## config.mk

```make
export PLATFORM = sky130hd
export DESIGN_NAME = alarm_ctrl
export DESIGN_NICKNAME = d
export VERILOG_FILES = /design/src/rtl/alarm_ctrl.sv
export SDC_FILE = /design/constraint.sdc
export NUM_CORES = 1
export LEC_CHECK = 0
export CAP_MARGIN = 20
export CORE_AREA = 2 2 111 113
export CTS_BUF_LIST = sky130_fd_sc_hd__clkbuf_8
export DETAILED_ROUTE_END_ITERATION = 16
export DIE_AREA = 0 0 113 115
export PLACE_DENSITY = 0.48
export SYNTH_ARGS = -nofsm -noshare
export SYNTH_HDL_FRONTEND = slang
export SYNTH_SLANG_ARGS = --single-unit
```

## constraint.sdc

```tcl
create_clock -name clk -period 2.1 [get_ports clk]
set_clock_uncertainty 0.1 [all_clocks]
set_input_delay 0.21 -clock clk [delete_from_list [all_inputs] [get_ports clk]]
set_output_delay 0.21 -clock clk [all_outputs]
set_load 0.02 [all_outputs]
```

## src/rtl/alarm_ctrl.sv

```systemverilog
// Alarm controller: stored alarm time, ring/snooze state machine and buzzer tone divider.
// Driven entirely from the timekeeping stage's hour/minute/second values.
module alarm_ctrl #(
  parameter int unsigned TONE_DIV   = 50000,
  parameter int unsigned RING_SEC   = 60,
  parameter int unsigned SNOOZE_MIN = 5
) (
  input  logic       clk,
  input  logic       rst,
  input  logic [5:0] hour,
  input  logic [5:0] minute,
  input  logic [5:0] second,
  input  logic       alarm_en,
  input  logic       set_alarm,
  input  logic [5:0] set_hour,
  input  logic [5:0] set_minute,
  input  logic       stop,
  input  logic       snooze,
  output logic [5:0] alm_hour,
  output logic [5:0] alm_minute,
  output logic       ringing,
  output logic       snoozing,
  output logic       buzzer,
  output logic       set_err
);

  typedef enum logic [1:0] {IDLE, ARMED, RINGING, SNOOZE} state_t;

  localparam int unsigned         DIV_W     = (TONE_DIV > 1) ? $clog2(TONE_DIV) : 1;
  localparam logic [DIV_W-1:0]    DIV_LAST  = DIV_W'(TONE_DIV - 1);
  localparam logic [6:0]          RING_LAST = 7'(RING_SEC - 1);

  state_t           state, state_nx;
  logic [5:0]       second_q;
  logic [5:0]       snz_hour, snz_minute;
  logic [6:0]       ring_cnt;
  logic [DIV_W-1:0] div_cnt;

  logic       strobe, set_ok, alarm_hit, snooze_hit, ring_done, stay_ringing;
  logic [6:0] min_sum;
  logic [5:0] tgt_hour, tgt_minute;

  assign strobe     = (second != second_q);
  assign set_ok     = set_alarm && (set_hour <= 6'd23) && (set_minute <= 6'd59);
  assign alarm_hit  = strobe && (second == 6'd0) && (hour == alm_hour) && (minute == alm_minute);
  assign snooze_hit = strobe && (second == 6'd0) && (hour == snz_hour) && (minute == snz_minute);
  assign ring_done  = strobe && (ring_cnt == RING_LAST);
  assign stay_ringing = (state == RINGING) && (state_nx == RINGING);

  // Snooze target: minute wraps mod 60 with carry into hour, hour wraps mod 24.
  assign min_sum = {1'b0, minute} + 7'(SNOOZE_MIN);
  always_comb begin
    tgt_hour   = hour;
    tgt_minute = min_sum[5:0];
    if (min_sum >= 7'd60) begin
      tgt_minute = 6'(min_sum - 7'd60);
      tgt_hour   = (hour >= 6'd23) ? 6'd0 : hour + 6'd1;
    end
  end

  // Priority: alarm_en=0 > accepted set_alarm > stop > snooze > match/timeout.
  always_comb begin
    state_nx = state;
    if (!alarm_en) begin
      state_nx = IDLE;
    end else if (set_ok && (state == RINGING || state == SNOOZE)) begin
      state_nx = ARMED;
    end else begin
      unique case (state)
        IDLE:    state_nx = ARMED;
        ARMED:   if (alarm_hit) state_nx = RINGING;
        RINGING: begin
          if (stop)           state_nx = ARMED;
          else if (snooze)    state_nx = SNOOZE;
          else if (ring_done) state_nx = ARMED;
        end
        SNOOZE: begin
          if (stop)            state_nx = ARMED;
          else if (snooze_hit) state_nx = RINGING;
        end
        default: state_nx = IDLE;
      endcase
    end
  end

  always_ff @(posedge clk or posedge rst) begin
    if (rst) begin
      state      <= IDLE;
      ringing    <= 1'b0;
      snoozing   <= 1'b0;
      second_q   <= '0;
      alm_hour   <= '0;
      alm_minute <= '0;
      snz_hour   <= '0;
      snz_minute <= '0;
      set_err    <= 1'b0;
      ring_cnt   <= '0;
      div_cnt    <= '0;
      buzzer     <= 1'b0;
    end else begin
      state    <= state_nx;
      ringing  <= (state_nx == RINGING);
      snoozing <= (state_nx == SNOOZE);
      second_q <= second;
      set_err  <= set_alarm && !set_ok;
      if (set_ok) begin
        alm_hour   <= set_hour;
        alm_minute <= set_minute;
      end
      if (state == RINGING && state_nx == SNOOZE) begin
        snz_hour   <= tgt_hour;
        snz_minute <= tgt_minute;
      end
      // Counter and divider restart on every RINGING entry, idle at zero elsewhere.
      if (stay_ringing) begin
        if (strobe) ring_cnt <= ring_cnt + 7'd1;
        if (div_cnt == DIV_LAST) begin
          div_cnt <= '0;
          buzzer  <= ~buzzer;
        end else begin
          div_cnt <= div_cnt + 1'b1;
        end
      end else begin
        ring_cnt <= '0;
        div_cnt  <= '0;
        buzzer   <= 1'b0;
      end
    end
  end

endmodule

```

==> metrics.md, run 1 <==
| Metric | Value |
|---|---|
| Status | finished with violations |
| Violated checks | DRC, setup timing |
| Vias | ~2,800 |
| Most common cell after layout, fill and taps aside | buf_4 |
| Final Hold Fails | 0 |
| Placed Instances | 601 |
| Post-Syn Area per Cell | around 9.8 um2 |
| HPWL Detailed | roughly 6500 um |
| CP startpoint kind | flop |
| Met2 Use GR | roughly a quarter |
| P_leak | ~2.3 nW |
| Pre-CTS setup slack | -0.772 ns |
| Distinct cells, synth | 49 |
| Post-synthesis xor/xnor area fraction | 14.8% |
| Combinational family with the most area after synthesis | simple AND/OR/NAND/NOR gates |
| Root Driver | clkbuf_8 |
| Core area | 0.0118 mm2 |
| Area Growth Syn to Fin | 54.4% |
| R2R setup slack | -0.14 ns |
| Mapped Area | 0.00326 mm2 |
| Die area | approximately 0.013 mm2 |
| FMAX | around 450 MHz |
| DRC | 2 |
| Synth Area in Simple Gates | 22.1% |
| ANT nets after route | 0 |
| DRT Pass-1 Iters | 10 |
| Reg clk slew, reported paths | 0.07 ns |
| Row cnt | 40 |
| Share of cells above drive strength 1 | ~29% |
| WL final | between 8000 and 9000 um |
| Global-route wire length before repair | 14,400 um |
| VDD IR max | roughly 250 uV |
| Register area share after synthesis | about 45% |
| WL per Instance | approximately 14 um |
| Die Ht | ~120 um |
| Initial Util | approximately 28% |
| FF-to-FF Start | second_q[0]$_DFF_PP0_ |
| Synth warn | 0 |
| DR iter-0 viols | 70 |
| I/O pins | between 50 and 60 |
| Hold WC Path Type | primary input to asynchronous set/reset pin |
| Post-synth top flop | dfrtp_1 |
| WP data required | between 2 and 2.5 ns |
| CP max FO | 12 |
| Fin crit period | roughly 2.2 ns |
| FF-to-FF path depth | 7 |
| Max-cap violations | 0 |
| Routing usage on met1 | 18.4% |
| Net count after synthesis | 375 |
| Final period utilization | 107% |
| Initial antenna violation count | 0 |
| CTS tree | yes |
| Fin cells | 623 |
| Worst EP arrival | roughly 2.4 ns |
| Final net count | around 510 |
| Gr busiest metal | met2 |
| Largest net degree at the start of global routing | 60 |
| Clock share of power | 39.4% |
| Asr flop ratio synth | 100% |
| EDFF count, synth | 0 |
| Die Wd | roughly 110 um |
| Final Setup Violations | 19 |
| Number of synthesized register bits | a little under 60 |
| Relative slew slack | between 70% and 80% |
| Setup ws final | -0.138 ns |
| Sequential power share | between 40% and 50% |
| Worst skew pair latency | 0.35 ns |
| Max Transition Viols Final | 0 |
| Fillers | about 1,100 |
| Total CTS buffers | 9 |
| IO Port Bufs | a little over 50 |
| P_sw | just over 0.0008 W |
| Post-synthesis cell count | between 300 and 400 |
| Most frequent cells in the layout | buf_4, dfrtp_1, xor2_1 |
| Sw Ratio | 26.5% |
| Setup CP Type | flop to flop |
| Compound-Gate Fraction of Synth Area | slightly below 8% |
| Adder-Cell Fraction of Synth Area | 1.92% |
| GPL Wtd Cong | between 0.7 and 0.8 |
| Via/cell ratio | 4.55 |
| Int Pwr | roughly 0.0023 W |
| Mux cell area share after synthesis | roughly 5.1% |
| Clock sink count | 59 |
| Comb pwr share | around 21% |
| Critical Path End Type | flop |
| Worst-Margin Slew | approximately 0.43 ns |
| H-Tree Depth | 3 |
| GRT Resource Usage Total | between 10% and 20% |
| Unrepaired setup endpoints after global routing | true |
| Vias in the first global route | roughly 2,900 |
| Total grt overflow | 0 |
| # diodes | 0 |
| FF-to-FF End | snz_minute[4]$_DFFE_PP0P_ |
| PD cells | between 600 and 700 mW/mm2 |
| Met3 usage | about 2.9% |
| Clock tree buffer depth | 2 |
registers in the layout, indices dropped and copies added, names as in the netlist:
signal	cells
alm_minute	6
snz_hour	6
alm_hour	6
ring_cnt	7
buzzer	1
snz_minute	6
set_err	1
second_q	6
ringing	1
snoozing	1
div_cnt	16
state	2
stage by stage:
step / cell area, um2 / power, W / util, % / hold WS (ns) / setup TNS, ns
4_1_cts: 4970 / 0.00310 / 42.1 / 0.162 / -2.45
5_1_grt: 5030 / 0.00321 / 42.6 / 0.167 / -5.95
6_report: 5030 / 0.00308 / 42.6 / 0.138 / -1.92
3_3_place_gp: 4640 / 0.00188 / 39.3 / 0.343 / -15.98
3_5_place_dp: 4640 / 0.00189 / 39.3 / 0.346 / -18.37
2_1_floorplan: 3390 / 0.00153 / - / 0.141 / -0.987
power groups by stage:
stage | clock (W) | combinational [W] | sequential, W
floorplan | 0 | 0.000238 | 0.00130
global placement | 0 | 0.000630 | 0.00125
detailed placement | 0 | 0.000632 | 0.00125
CTS | 0.00123 | 0.000639 | 0.00123
global route | 0.00129 | 0.000689 | 0.00124
finish | 0.00121 | 0.000632 | 0.00123
repair_timing:
action | 4_1_cts | 5_1_grt
setup buffers | 3 | 0
gates resized for setup | 21 | 12
endpoints found under the setup margin | 17 | 39
pin swaps | 6 | 5
gates cloned | 1 | 1
endpoints found under the hold margin | 0 | 1
hold buffers | 0 | 1
cell usage after synthesis, drive strengths merged, types with 4 or more instances:
library cell	count	share of area (%)
dfrtp	59	45
ha	5	1.9
clkbuf	8	0.92
nand3	10	1.5
nand4	9	1.7
nor3	8	1.2
o21ai	6	0.92
nor4	6	1.6
xor2	45	12
and2	5	0.96
nand2	44	5.1
xnor2	10	2.7
and3	8	1.5
mux2	12	4.1
a21oi	7	1.1
nor2	37	4.3
inv	9	1.0
buf	4	0.88
how the worst max path moves through the flow:
stage                     slack (ns)                   endpoint             startpoint
after floorplan                -0.14    snz_hour[0]$_DFFE_PP0P_              minute[0]
after global placement         -0.69    snz_hour[5]$_DFFE_PP0P_              second[2]
after detailed placement       -0.77  snz_minute[5]$_DFFE_PP0P_              second[2]
after CTS                      -0.18    snz_hour[5]$_DFFE_PP0P_  second_q[1]$_DFF_PP0_
after global routing           -0.29    snz_hour[5]$_DFFE_PP0P_  second_q[0]$_DFF_PP0_
final                          -0.14  snz_minute[4]$_DFFE_PP0P_  second_q[0]$_DFF_PP0_
layer usage:
| metal | up-vias | share of wire (%) |
|---|---|---|
| li1 | 1426 | - |
| met1 | 1363 | 47 |
| met2 | 36 | 48 |
| met3 | 11 | 2.8 |
| met4 | 0 | 1.7 |
| met5 | - | 0 |
cell type report:
type / instances / area, um2 / share of cell area (%)
multi-input cells: 254 / 1870 / 37.2
flip-flops and latches: 59 / 1480 / 29.3
repair buffers: 138 / 1240 / 24.6
well taps: 147 / 184 / 3.65
clock buffers: 11 / 151 / 3.01
clock inverters: 5 / 76.3 / 1.52
inverters: 9 / 33.8 / 0.671
logic make-up after synthesis:
| kind of cell | Yosys count |
|---|---|
| xor gates and xnor gates | 55 |
| buffers and inverters | 21 |
| muxes | 15 |
| and+or+nand+nor | 143 |
| DFF | 59 |
| AOI/OAI and AO/OA | 36 |
| adders and majority gates | 5 |
worst max-delay path: stages (launching register included):
cell	delay (ns)
dfrtp_1	0.37
xor2_1	0.19
nor4_4	0.34
a211oi_2	0.14
nor4b_4	0.25
a21boi_4	0.24
buf_12	0.16
mux2_1	0.33
(Power assumes the default switching activity.)
==> inputs of run 2 (changes only) <==
--- a/config.mk
+++ b/config.mk
@@ -12,2 +12,3 @@
 export DIE_AREA = 0 0 113 115
+export GPL_TIMING_DRIVEN = 0
 export PLACE_DENSITY = 0.48
--- a/constraint.sdc
+++ b/constraint.sdc
@@ -4,2 +4,2 @@
 set_output_delay 0.21 -clock clk [all_outputs]
-set_load 0.02 [all_outputs]
+set_load 0.1 [all_outputs]
==> run 2 against run 1 <==
  * The run still ends with DRC, setup timing left
  * Die area did not move
  * Register-to-register slack worse by 0.07 ns
  * Final area fell by 7.8%
  * Power is 3.1% lower
  * Sequential share of layout area rose by 2.8 points
  * Non-clock buffer count down 57
  * Highest routed layer unchanged
==> metrics.md, run 2 (synthesis results as in run 1) <==
| Metric | Value |
|---|---|
| Share of cells above drive strength 1 | 26.0% (-3.2 points) |
| Critical Path End Type | flop |
| Hold WC Path Type | primary input to flop |
| M1 WL | 4090 um (-1.0%) |
| Post-layout util | 39.3% (-3.3 points) |
| Vias | 2,667 (-6.0%) |
| HPWL Detailed | 5980 um (-7.4%) |
| Area Growth Syn to Fin | 42.4% |
| Status | finished with violations |
| ANT nets after route | 0 (unchanged) |
| FF-to-FF Start | second_q[2]$_DFF_PP0_ |
| Fin crit period | 2.31 ns (+0.0698 ns) |
| Initial antenna violation count | 0 (unchanged) |
| Most frequent cells in the layout | dfrtp_1, xor2_1, nand2_1 |
| DR iter-0 viols | 90 (+29%) |
| GRT Resource Usage Total | 13.6% (-0.64 points) |
| Critical Path Sink | snz_minute[1]$_DFFE_PP0P_ |
| WP data required | 2.23 ns (about the same) |
| Vias in the first global route | 2,694 (-7.1%) |
| Biggest registers after layout | div_cnt: 16 flops, ring_cnt: 7 flops |
| DRT Pass-1 Iters | 10 (unchanged) |
| R2R setup slack | -0.21 ns (-0.07 ns) |
| FF-to-FF End | snz_minute[1]$_DFFE_PP0P_ |
| Max reg flops | 16 (unchanged) |
| Die Wd | 113 um (unchanged) |
| Final Hold Fails | 0 (unchanged) |
| Most common cell after layout, fill and taps aside | dfrtp_1 |
| Setup ws final | -0.208 ns (-0.0698 ns) |
| PD cells | 642 mW/mm2 (+5.1%) |
| CP startpoint kind | flop |
| WL per Instance | 14.9 um (+6.6%) |
| Violated checks | DRC, setup timing |
| # diodes | 0 (unchanged) |
| Total CTS buffers | 9 (unchanged) |
| Clock sink count | 59 (unchanged) |
| Final net count | 456 (-11%) |
| DRC | 3 (+1) |
| Setup_tns | -2.31 ns (-0.387 ns) |
| Placed standard-cell area | 0.00407 mm2 (-12%) |
| Via/cell ratio | 4.70 (+3.3%) |
| Max Transition Viols Final | 0 (unchanged) |
| Total grt overflow | 0 (unchanged) |
| Setup CP Type | flop to flop |
| Die Ht | 115 um (unchanged) |
| Final Setup Violations | 20 (+1) |
| DR top layer | met4 |
| FMAX | 433 MHz (-3.0%) |
| Worst EP arrival | 2.44 ns (+0.07 ns) |
| CTS tree | yes |
| Largest net degree at the start of global routing | 34 (-43%) |
| H-Tree Depth | 3 (unchanged) |
| Most flops, register | div_cnt |
| Clock tree buffer depth | 2 (unchanged) |
| WL final | 8450 um (-3.0%) |
| CP max FO | 10 (-2) |
| Row cnt | 40 (unchanged) |
| IO Port Bufs | 46 (-9.8%) |
| Die area | 0.0130 mm2 (unchanged) |
| Final period utilization | 110% (+3.3 points) |
| Met2 wire len | 3930 um (-6.3%) |
| Relative slew slack | 33.5% (-38 points) |
| Global-route wire length before repair | 13,700 um (-4.7%) |
| DR WL met3 | 286 um (+16%) |
| Initial Util | 27.6% (unchanged) |
| I/O pins | 52 (unchanged) |
| Reg clk slew, reported paths | 0.07 ns (about the same) |
| Root Driver | clkbuf_8 |
| VDD IR max | 271 uV (+7.1%) |
| Finished Cell Area | 0.00464 mm2 (-7.8%) |
| Worst-Margin Slew | 1.00 ns (+0.576 ns) |
| Max-cap violations | 0 (unchanged) |
| GPL Wtd Cong | 0.780 (-0.41%) |
| Worst skew pair latency | 0.35 ns (about the same) |
| Critical Path Source | second_q[2]$_DFF_PP0_ |
| Unrepaired setup endpoints after global routing | true |
| FF-to-FF path depth | 8 (+1) |
| Pre-CTS setup slack | -1.10 ns (-0.324 ns) |
| P_leak | 2.03 nW (-12%) |
| Core area | 0.0118 mm2 (unchanged) |
## run 2: changes by cell type in the layout (fill, tap and decap cells not counted), sizes merged
cell / previous run / this run
bufinv: 2 / 1
clkdlybuf4s15: 3 / 0
inv: 10 / 11
bufbuf: 1 / 0
dlygate4sd2: 3 / 18
clkdlybuf4s50: 43 / 23
clkinvlp: 1 / 0
clkbuf: 11 / 17
clkinv: 1 / 4
nand3: 10 / 11
dlymetal6s2s: 2 / 3
buf: 85 / 28
## run 2: metrics by stage
step           hold slack [ns]  cells  total power, W
2_1_floorplan            0.141    334         0.00176
4_1_cts                 0.0952    557         0.00300
5_1_grt                  0.134    567         0.00313
3_5_place_dp             0.347    528         0.00199
6_report                 0.102    567         0.00298
3_3_place_gp             0.343    527         0.00198
## run 2: layer usage
metal  track usage [%]  vias to the layer above
li1                  -                     1315
met1              17.9                     1286
met2              21.8                       54
met3              2.58                       12
met4              6.10                        0
met5                 0                        -
## run 2: cell type report
| class | count | area, um2 |
|---|---|---|
| multi-input combinational | 255 | 1990 |
| timing repair buffer | 69 | 651 |
| fill | 1208 | 7170 |
| tap | 147 | 184 |
| buffer | 12 | 104 |
| sequential | 59 | 1490 |
| clock buffer | 9 | 124 |
| clock inverter | 7 | 61.3 |
| inverter | 9 | 33.8 |
## run 2: worst max-delay path, cell delays in order (launching register included)
cell and delay, ns:
dfrtp_1 0.40, xor2_2 0.16, nor4_4 0.37, buf_4 0.20, a21oi_1 0.10, a2bb2oi_4 0.18, a21boi_4 0.18, buf_8 0.17
mux2_1 0.32
## run 2: how the worst min path moves through the flow
stage | start | endpoint | slack [ns] | cells after the start
CTS | minute[0] | snz_minute[0]$_DFFE_PP0P_ | 0.1 | 2
global placement | div_cnt[0]$_DFF_PP0_ | div_cnt[0]$_DFF_PP0_ | 0.34 | 1
detailed placement | div_cnt[0]$_DFF_PP0_ | div_cnt[0]$_DFF_PP0_ | 0.35 | 1
floorplan | second[0] | second_q[0]$_DFF_PP0_ | 0.14 | 0
global route | minute[0] | snz_minute[0]$_DFFE_PP0P_ | 0.13 | 2
finish | minute[0] | snz_minute[0]$_DFFE_PP0P_ | 0.10 | 2
## run 2: timing repair
item / 4_1_cts / 5_1_grt
pin swaps: 14 / 12
hold endpoints to repair: 0 / 1
gates resized for setup: 47 / 33
setup endpoints to repair: 55 / 35
hold buffers: 0 / 1
gates cloned: 0 / 2
setup buffers: 13 / 7
## run 2: report_power, final
group          internal [W]  switching, W  total, W
Clock              0.000534      0.000462  0.000996
Sequential          0.00120     0.0000510   0.00125
Combinational      0.000237      0.000497  0.000734
==> inputs of run 3 (changes only) <==
Settings changed: DONT_BUFFER_PORTS from default to 1, PLACE_DENSITY 0.48 to 0.43.
==> run 3 against run 2 <==
  * The flow still finishes with violations (DRC, setup timing)
  * Combinational power decreased by 53%
  * Sequential share of layout area up 2.6 points
  * Non-clock buffer count shrank 33
  * Critical endpoint is now snz_minute[4]$_DFFE_PP0P_
  * Largest cell class unchanged
==> metrics.md, run 3 (synthesis results as in run 1) <==
| Metric | Value |
|---|---|
| Max-cap violations | 0 (unchanged) |
| Fin crit period | 2.42 ns (+0.112 ns) |
| Vias | 2,578 (-3.3%) |
| Total CTS buffers | 9 (unchanged) |
| Die Ht | 115 um (unchanged) |
| Largest net degree at the start of global routing | 35 (+2.9%) |
| Max Transition Viols Final | 0 (unchanged) |
| WL final | 8620 um (+2.0%) |
| CP startpoint kind | flop |
| Fin cells | 534 (-5.8%) |
| Global-route wire length before repair | 14,200 um (+3.3%) |
| H-Tree Depth | 3 (unchanged) |
| I/O pins | 52 (unchanged) |
| Fillers | 1,164 (-3.6%) |
| FMAX | 413 MHz (-4.6%) |
| Most common cell after layout, fill and taps aside | dfrtp_1 |
| GPL Wtd Cong | 0.782 (+0.17%) |
| Unrepaired setup endpoints after global routing | true |
| Reg clk slew, reported paths | 0.07 ns (about the same) |
| WP data required | 2.22 ns (about the same) |
| Worst skew pair latency | 0.35 ns (about the same) |
| Final Setup Violations | 16 (-20%) |
| FF-to-FF Start | alm_minute[4]$_DFFE_PP0P_ |
| Hold WC Path Type | primary input to flop |
| Initial Util | 27.6% (unchanged) |
| WL per Instance | 16.1 um (+8.3%) |
| Via/cell ratio | 4.83 (+2.6%) |
| Violated checks | DRC, setup timing |
| Vias in the first global route | 2,693 (-0.037%) |
| Final period utilization | 115% (+5.3 points) |
| DR iter-0 viols | 68 (-24%) |
| Placed Instances | 482 (-8.7%) |
| Critical Path End Type | flop |
| Root Driver | clkbuf_8 |
| Status | finished with violations |
| Biggest registers after layout | div_cnt: 16 flops, ring_cnt: 7 flops |
| Relative slew slack | 39.8% (+6.3 points) |
| Hold Path Stages | 2 (unchanged) |
| Final Hold Fails | 0 (unchanged) |
| P_leak | 1.81 nW (-11%) |
| Die area | 0.0130 mm2 (unchanged) |
| Clock tree buffer depth | 2 (unchanged) |
| Setup ws final | -0.320 ns (-0.112 ns) |
| Initial antenna violation count | 0 (unchanged) |
| Hold Startpoint | set_alarm |
| HPWL Detailed | 6040 um (+0.99%) |
| Total grt overflow | 0 (unchanged) |
| VDD IR max | 509 uV (+88%) |
| Most frequent cells in the layout | dfrtp_1, nand2_1, xor2_1 |
| IO Port Bufs | 0 (-100%) |
| Hold Crit Endpoint | alm_minute[3]$_DFFE_PP0P_ |
| Share of cells above drive strength 1 | 25.1% (-0.89 points) |
| Post-layout util | 36.7% (-2.6 points) |
| R2R setup slack | -0.32 ns (-0.11 ns) |
| Core area | 0.0118 mm2 (unchanged) |
| FF-to-FF path depth | 7 (-1) |
| Clock sink count | 59 (unchanged) |
| DRC | 1 (-2) |
| DRT Pass-1 Iters | 10 (unchanged) |
| Row cnt | 40 (unchanged) |
| Max reg flops | 16 (unchanged) |
| Most flops, register | div_cnt |
| Area Growth Syn to Fin | 33.1% |
| PD cells | 667 mW/mm2 (+3.9%) |
| GRT Resource Usage Total | 14.1% (+0.54 points) |
| Critical Path Source | alm_minute[4]$_DFFE_PP0P_ |
| CP max FO | 10 (unchanged) |
| Setup CP Type | flop to flop |
| Worst-Margin Slew | 0.902 ns (-0.0989 ns) |
| Die Wd | 113 um (unchanged) |
| ANT nets after route | 0 (unchanged) |
| FF-to-FF End | snz_minute[4]$_DFFE_PP0P_ |
| CTS tree | yes |
| Worst EP arrival | 2.54 ns (+0.10 ns) |
| Final net count | 423 (-7.2%) |
| # diodes | 0 (unchanged) |
-- run 3: changes by cell type in the layout (fill, tap and decap cells not counted), moves of 6 or more --
cell | before | now
dfrtp_2 | 12 | 6
dlygate4sd2_1 | 18 | 0
clkdlybuf4s50_1 | 23 | 0
dlygate4sd3_1 | 1 | 23
buf_4 | 16 | 8
dfrtp_4 | 0 | 6
-- run 3: how the worst max path moves through the flow --
stage	end	depth (start not counted)
final	snz_minute[4]$_DFFE_PP0P_	7
after global placement	alm_minute[0]$_DFFE_PP0P_	1
after global routing	snz_minute[2]$_DFFE_PP0P_	7
after detailed placement	snz_hour[4]$_DFFE_PP0P_	7
after floorplan	snz_hour[0]$_DFFE_PP0P_	10
after CTS	snz_minute[4]$_DFFE_PP0P_	7
-- run 3: critical path, cell delays in order, from the launching register on --
cell,delay [ns]
dfrtp_2,0.62
xor2_1,0.24
nor4_1,0.28
nand4_1,0.23
a22oi_2,0.28
a21boi_4,0.09
buf_8,0.16
mux2_1,0.30
-- run 3: cell type report --
class / instances / area (um2) / share of cell area [%]
buffer: 12 / 90.1 / 2.08
clock inverter: 6 / 50.0 / 1.15
sequential: 59 / 1510 / 34.7
tap: 147 / 184 / 4.24
inverter: 9 / 33.8 / 0.779
timing repair buffer: 36 / 359 / 8.28
multi-input combinational: 255 / 1980 / 45.6
clock buffer: 10 / 138 / 3.17
-- run 3: metal layers --
metal	up-vias	global-route usage [%]	part of all wire, %
met5	-	0	0
met4	0	5.53	1.8
met2	52	21.6	46
met1	1263	18.8	47
met3	12	4.22	4.7
li1	1251	-	-
-- run 3: report_power, final --
| group | switching, W | leakage, nW | internal, W |
|---|---|---|---|
| sequential | 0.000329 | 0.759 | 0.00120 |
| combinational | 0.000178 | 0.945 | 0.000165 |
| clock | 0.000456 | 0.111 | 0.000562 |
-- run 3: through the flow --
| stage | hold slack, ns | setup TNS [ns] | worst slack, ns | cell area [um2] | total power, W |
|---|---|---|---|---|---|
| floorplan | 0.141 | -0.987 | -0.145 | 3410 | 0.00176 |
| global route | 0.0153 | -6.16 | -0.405 | 4340 | 0.00303 |
| global placement | 0.142 | -46.74 | -0.767 | 3590 | 0.00183 |
| finish | 0.0217 | -3.99 | -0.320 | 4340 | 0.00289 |
| detailed placement | 0.142 | -12.56 | -0.464 | 3610 | 0.00184 |
| CTS | 0.00331 | -5.05 | -0.394 | 4160 | 0.00292 |
-- run 3: timing repair --
action | 4_1_cts | 5_1_grt
endpoints found under the setup margin | 40 | 35
hold endpoints to repair | 57 | 0
gates resized for setup | 19 | 36
pin swaps | 8 | 12
cloned | 1 | 1
setup buffers | 6 | 5
hold buffers | 23 | 0
